File: config.mk
export PLATFORM = sky130hd
export DESIGN_NAME = prime_scan_ctrl
export DESIGN_NICKNAME = d
export VERILOG_FILES = /design/src/rtl/prime_scan_ctrl_pkg.sv /design/src/rtl/prime_scan_ctrl.sv
export SDC_FILE = /design/constraint.sdc
export NUM_CORES = 1
export LEC_CHECK = 0
export ABC_CLOCK_PERIOD_IN_PS = 4300
export BUFFER_PORTS_ARGS = -buffer_cell sky130_fd_sc_hd__buf_4
export CORE_ASPECT_RATIO = 0.8
export CORE_MARGIN = 3
export CORE_UTILIZATION = 39
export CTS_CLUSTER_DIAMETER = 150
export DETAILED_ROUTE_END_ITERATION = 10
export PLACE_DENSITY_LB_ADDON = 0.1
export RECOVER_POWER = 100
export SLEW_MARGIN = 20
export SYNTH_ARGS = -nofsm -noshare
export SYNTH_HDL_FRONTEND = slang
export SYNTH_SLANG_ARGS = --single-unit
File: constraint.sdc
create_clock -name clk -period 4.3 [get_ports clk]
set_input_delay 0.215 -clock clk [delete_from_list [all_inputs] [get_ports clk]]
set_output_delay 0.215 -clock clk [all_outputs]
set_load 0.02 [all_outputs]
File: src/rtl/prime_scan_ctrl_pkg.sv
// Shared encodings and widths for the prime-detector scan controller.
package prime_scan_ctrl_pkg;

  localparam int CODE_W = 4;
  localparam int MAP_W  = 16;
  localparam int CNT_W  = 5;

  typedef enum logic [1:0] {
    ST_IDLE = 2'd0,
    ST_SCAN = 2'd1,
    ST_DONE = 2'd2
  } state_e;

endpackage

File: src/rtl/prime_scan_ctrl.sv
// Walks a 4-bit code range into the prime detector one code per clock and
// accumulates which codes it flagged; reports with a one-cycle done pulse.
module prime_scan_ctrl
  import prime_scan_ctrl_pkg::*;
(
  input  logic              clk,
  input  logic              rst_n,
  input  logic              start,
  input  logic [CODE_W-1:0] lo,
  input  logic [CODE_W-1:0] hi,
  input  logic              y_in,
  output logic              a,
  output logic              b,
  output logic              c,
  output logic              d,
  output logic              en,
  output logic              busy,
  output logic              done,
  output logic [CNT_W-1:0]  count,
  output logic [MAP_W-1:0]  hit_map
);

  state_e              state_q;
  logic [CODE_W-1:0]   code_q;
  logic [CODE_W-1:0]   last_q;
  logic [CNT_W-1:0]    count_q;
  logic [MAP_W-1:0]    hit_map_q;
  logic                en_q;
  logic                busy_q;
  logic                done_q;

  logic [CODE_W-1:0]   code_d;
  logic [CNT_W-1:0]    count_d;
  logic [MAP_W-1:0]    hit_map_d;

  // Accumulator update for the code currently on the detector; only consumed in SCAN.
  always_comb begin
    code_d    = code_q + 4'd1;
    count_d   = count_q;
    hit_map_d = hit_map_q;
    if (y_in == 1'b1) begin
      count_d           = count_q + 5'd1;
      hit_map_d[code_q] = 1'b1;
    end
  end

  always_ff @(posedge clk or negedge rst_n) begin
    if (!rst_n) begin
      state_q   <= ST_IDLE;
      code_q    <= '0;
      last_q    <= '0;
      count_q   <= '0;
      hit_map_q <= '0;
      en_q      <= 1'b0;
      busy_q    <= 1'b0;
      done_q    <= 1'b0;
    end else begin
      case (state_q)
        ST_IDLE: begin
          done_q <= 1'b0;
          if (start) begin
            state_q   <= ST_SCAN;
            code_q    <= lo;
            last_q    <= hi;
            count_q   <= '0;
            hit_map_q <= '0;
            en_q      <= 1'b1;
            busy_q    <= 1'b1;
          end
        end
        ST_SCAN: begin
          count_q   <= count_d;
          hit_map_q <= hit_map_d;
          if (code_q == last_q) begin
            state_q <= ST_DONE;
            en_q    <= 1'b0;
            busy_q  <= 1'b0;
            done_q  <= 1'b1;
          end else begin
            code_q <= code_d;
          end
        end
        ST_DONE: begin
          state_q <= ST_IDLE;
          done_q  <= 1'b0;
        end
        default: begin
          state_q <= ST_IDLE;
          en_q    <= 1'b0;
          busy_q  <= 1'b0;
          done_q  <= 1'b0;
        end
      endcase
    end
  end

  // The code stays on a..d after the scan; the detector is gated by en.
  assign {a, b, c, d} = code_q;
  assign en           = en_q;
  assign busy         = busy_q;
  assign done         = done_q;
  assign count        = count_q;
  assign hit_map      = hit_map_q;

endmodule

## Word level (Yosys, flattened, before mapping)

Index checks and enable logic that the tools add are counted.

| word-level totals | value |
|---|---|
| input port bits | 12 |
| output and inout port bits | 28 |
| bits in registers | 33 |

| operators by class | value |
|---|---|
| muxes and demuxes | 19 |
| reductions and logical operators | 8 |
| $lt $le $gt $ge | 2 |
| add/subtract/negate cells | 2 |
| equal/unequal tests | 7 |
| bitwise logic cells | 2 |

Operators with widths:

| kind | count |
|---|---|
| 16-bit 2-to-1 mux | 2 |
| 16-bit one-hot mux with 2 select lines | 1 |
| 16-bit OR | 1 |
| 5-bit 2-to-1 mux | 2 |
| 5-bit one-hot mux with 2 select lines | 1 |
| 3-bit AND reduction | 3 |
| 4-bit 2-to-1 mux | 2 |
| 2-bit inequality test, second input constant | 4 |
| 4-bit one-hot mux with 2 select lines | 1 |
| 5-bit by 1-bit adder with 5-bit output, second input constant | 1 |
| 4-bit by 5-bit less-than comparator with 1-bit output, second input constant | 1 |
| 1-bit 2-to-1 mux | 5 |
| 4-bit by 1-bit adder with 4-bit output, second input constant | 1 |
| 1-bit demux with 4-bit select | 1 |
| 4-bit == test | 1 |
| 4-bit by 1-bit greater-or-equal comparator with 1-bit output, second input constant | 1 |
| 2-bit 2-to-1 mux | 2 |
| 2-bit one-hot mux with 2 select lines | 1 |
| 2-bit AND reduction | 2 |
| 1-bit one-hot mux with 3 select lines | 1 |
| 2-bit by 1-bit == test with 1-bit output, second input constant | 1 |
| 2-bit == test, second input constant | 1 |
| 2-bit zero test | 1 |
| 2-bit nonzero test | 1 |
| other kinds (2) | 2 |

## Depth between registers and ports, before layout

| depth | value |
|---|---|
| word-level depth | 7 |
| depth in mapped cells | 6 |

## Worst setup path after synthesis

No wires, ideal clock.

| timing path | value |
|---|---|
| path kind | reg-to-reg |
| start point | register code_q[3] |
| end point | register code_q[0] |
| library setup time | 0.122 ns |
| arrival time | 1.400 ns |
| cell stages (with the launch flop) | 7 |
| path slack | 2.778 ns |
| path buffers | 2 |
| cell sequence | dfrtp_1 > buf_6 > xor2_1 > nor4_2 > buf_4 > o21ai_2 > o22a_1 |

| on the way | value |
|---|---|
| longest elaborated chain between the ends | 3 |

RTL lines:

| item | RTL line | text |
|---|---|---|
| start: declaration | prime_scan_ctrl.sv:24 | `logic [CODE_W-1:0] code_q;` |
| start signal: assignment | prime_scan_ctrl.sv:63 | `code_q <= lo;` |
| start signal: assignment | prime_scan_ctrl.sv:80 | `code_q <= code_d;` |
| 4-bit == test | prime_scan_ctrl.sv:74 | `if (code_q == last_q) begin` |
| 2-bit inequality test (no source line) | -- |  |
| 3-bit AND reduction (no source line) | -- |  |

Every way passes these cells.
A chain may end at the register's enable or synchronous reset.

## Worst setup path after layout

| timing path | value |
|---|---|
| start point | register code_q[1] |
| end point | register code_q[0] |

The elaborated chain is that of the path after synthesis.

==> out/summary.txt <==
Status - finished with violations
Failing checks - capacitance limit, slew limit
Share of layout cells above drive strength 1 - 0.133
CTS Buf Count - 5
Seq/Total Area, Yosys - 0.520
Finished Layout Cells - 250
Hold Slack - 0.119 ns
Delay-heaviest family, CP - simple AND/OR/NAND/NOR gates
Static Leak - 0.868 nW
Post-synth cell types - 39
Initial antenna violation count - 0
Post-synth top area cell - dfrtp_1
PortBufs - 39
Final-stage net count - 211
IO Pins - 40
Final Instance Area - 0.00186 mm2
Hold Crit Class - in2reg
Row count - 20
Mean Syn Cell Area - 10.2 um2
Post-synth EDFFs - 0
Clk sink count - 33
Startpoint Class - flip-flop
RSZ-0062 raised after global routing - false
CP Data Required Time - 4.47 ns
Worst-path fanout max - 11
Peak supply drop - 285 uV
Pwr Density - 795 mW/mm2
Slew Limit Fails - 46
PnR Total Power - 1.48 mW
Post-Place Cells - 241
Setup TNS - 0 ns
# setup viols final - 0
Max Clk Rate - 378 MHz
DRC - 0
Diode count - 0
Worst slew pin tran - 1.75 ns
Vias per cell - 4.91
First-pass GRT wire length - 6020 um
Fin. Hold Viols - 0
CP max stage cell - nor4_1
DR vias - 1,228
Data arrival, critical path - 2.81 ns
Final HPWL DP - 2420 um
Worst skew pair latency - 0.28 ns
Slew headroom - -0.167
Mapped Cells - 156
Commonest cells post-synth - 33 x dfrtp_1, 28 x nor2_1, 19 x a21oi_1, 16 x nand2_1
Synth Warn # - 0
CTS H-tree lvls - 2
DRC marker count from the first detailed-route iteration - 93
Syn nets - 173
Yosys top cell area share - 0.520
CTS root buf - clkbuf_8
Initial core utilization - 0.412
Reg clk slew, reported paths - 0.07 ns
Period Utilization, post-route - 0.615
Crit path capture type - flip-flop
GP Congestion - 0.760
Cell area after synthesis - 0.00159 mm2
Global Route Usage Sum - 0.155
Die W - 77.3 um
Final wirelength - 3480 um
Area Overhead vs Synth - 17.3%
Dpl cell area - 0.00189 mm2
Core area - 0.00385 mm2
Final Critical Period - 2.64 ns
Clk buf depth - 2
Die area - 0.00488 mm2
Async set-reset flop share out of synthesis - 1.00
Synth area leaders - dfrtp_1 52%, nor2_1 6.6%, a21oi_1 6.0%
Routed Antenna Nets - 0
Pin count of the biggest net entering global routing - 34
Total gr overflow - 0
Routed len/inst - 13.9 um
Worst Setup Path Type - reg2reg
Clock skew - 0.00377 ns
Main synth FF type - dfrtp_1
CP cell instances - xor2_1 > nor4_1 > o21ai_0 > o22a_1
Die Y - 63.1 um
Largest stage delay on the critical path - 1.30 ns
CTS tree - built
Count leader, synth - dfrtp_1
Max Cap Viol - 2
Worst Path Buf+Inv - 0
Vias in the first global route - 1,215
1st-pass router iterations - 4
Flops & latches, synth - 33
-- tightest hold or removal path, cell delays in order --
cell	delay, ns
buf_4	0.07
nand2_1	0.04
nand2_1	0.04
-- final timing paths --
| check | from | endpoint | slack, ns | cells after the start |
|---|---|---|---|---|
| setup / recovery | code_q[1] | code_q[0] | 1.66 | 4 |
| hold / removal | hi[1] | last_q[1] | 0.12 | 3 |
| setup reg to reg | code_q[1] | code_q[0] | 1.66 | 4 |
| hold reg to reg | done | done | 0.50 | 2 |
| max in group asynchronous | rst_n | last_q[3] | 2.34 | 2 |
| min in group asynchronous | rst_n | code_q[0] | 0.94 | 2 |
-- power breakdown --
part	internal, mW	total (mW)	switching [mW]
Sequential	0.438	0.592	0.154
Combinational	0.244	0.663	0.418
Clock	0.112	0.226	0.114
-- state kept, by name, indices dropped and copies added, names as in the netlist --
name,cells
last_q,4
done,1
count,5
busy,1
state_q,2
code_q,4
hit_map,16
-- logic make-up (layout without fill, tap and decap cells) --
kind of cell | after synthesis | count (layout) | synth area share
AOI/OAI and AO/OA | 31 | 31 | 0.121
buffers and inverters | 12 | 51 | 0.0449
and+or+nand+nor | 67 | 67 | 0.228
adders and majority gates | 5 | 5 | 0.0394
muxes | 1 | 1 | 0.00867
xor gates and xnor gates | 7 | 7 | 0.0386
DFF | 33 | 33 | 0.520
-- layout by cell type, fill, tap and decap left out, drive strengths merged, types with 2 or more instances in the layout --
cell / synthesis / routed
nor3: 2 / 2
buf: 8 / 10
ha: 5 / 5
xnor2: 2 / 2
nor3b: 3 / 3
nor4b: 2 / 2
nand2: 16 / 16
clkinv: 0 / 2
a21oi: 19 / 19
o21a: 2 / 2
nand4: 2 / 2
xor2: 5 / 5
o32ai: 2 / 2
o21ai: 3 / 3
nor2: 28 / 28
dfrtp: 33 / 33
inv: 3 / 3
nand3: 4 / 4
clkbuf: 1 / 34
nor2b: 2 / 2
-- metal layers --
| metal | global-route usage | vias to the layer above | part of all wire |
|---|---|---|---|
| li1 | - | 611 | - |
| met1 | 0.232 | 580 | 0.52 |
| met2 | 0.214 | 35 | 0.41 |
| met3 | 0.0500 | 2 | 0.059 |
| met4 | 0.0422 | 0 | 0.0043 |
| met5 | 0 | - | 0 |
-- layout make-up --
class,count,area [um2]
multi-input cells,111,677
inverters,3,11.3
fillers,402,1990
clock buffers,5,68.8
well taps,55,68.8
clock inverters,3,17.5
repair buffers,40,194
flip-flops and latches,33,826
-- what timing repair did --
item                                   CTS  global route
hold buffers                             1             0
endpoints found under the hold margin   33             0
setup buffers                            0             0
gates resized for setup                  0             0
-- metrics by stage --
stage	setup slack (ns)	util
floorplan	2.78	-
global placement	2.31	0.490
detailed placement	2.27	0.490
CTS	2.26	0.515
global route	1.32	0.483
finish	1.66	0.483
(Power assumes the default switching activity.)
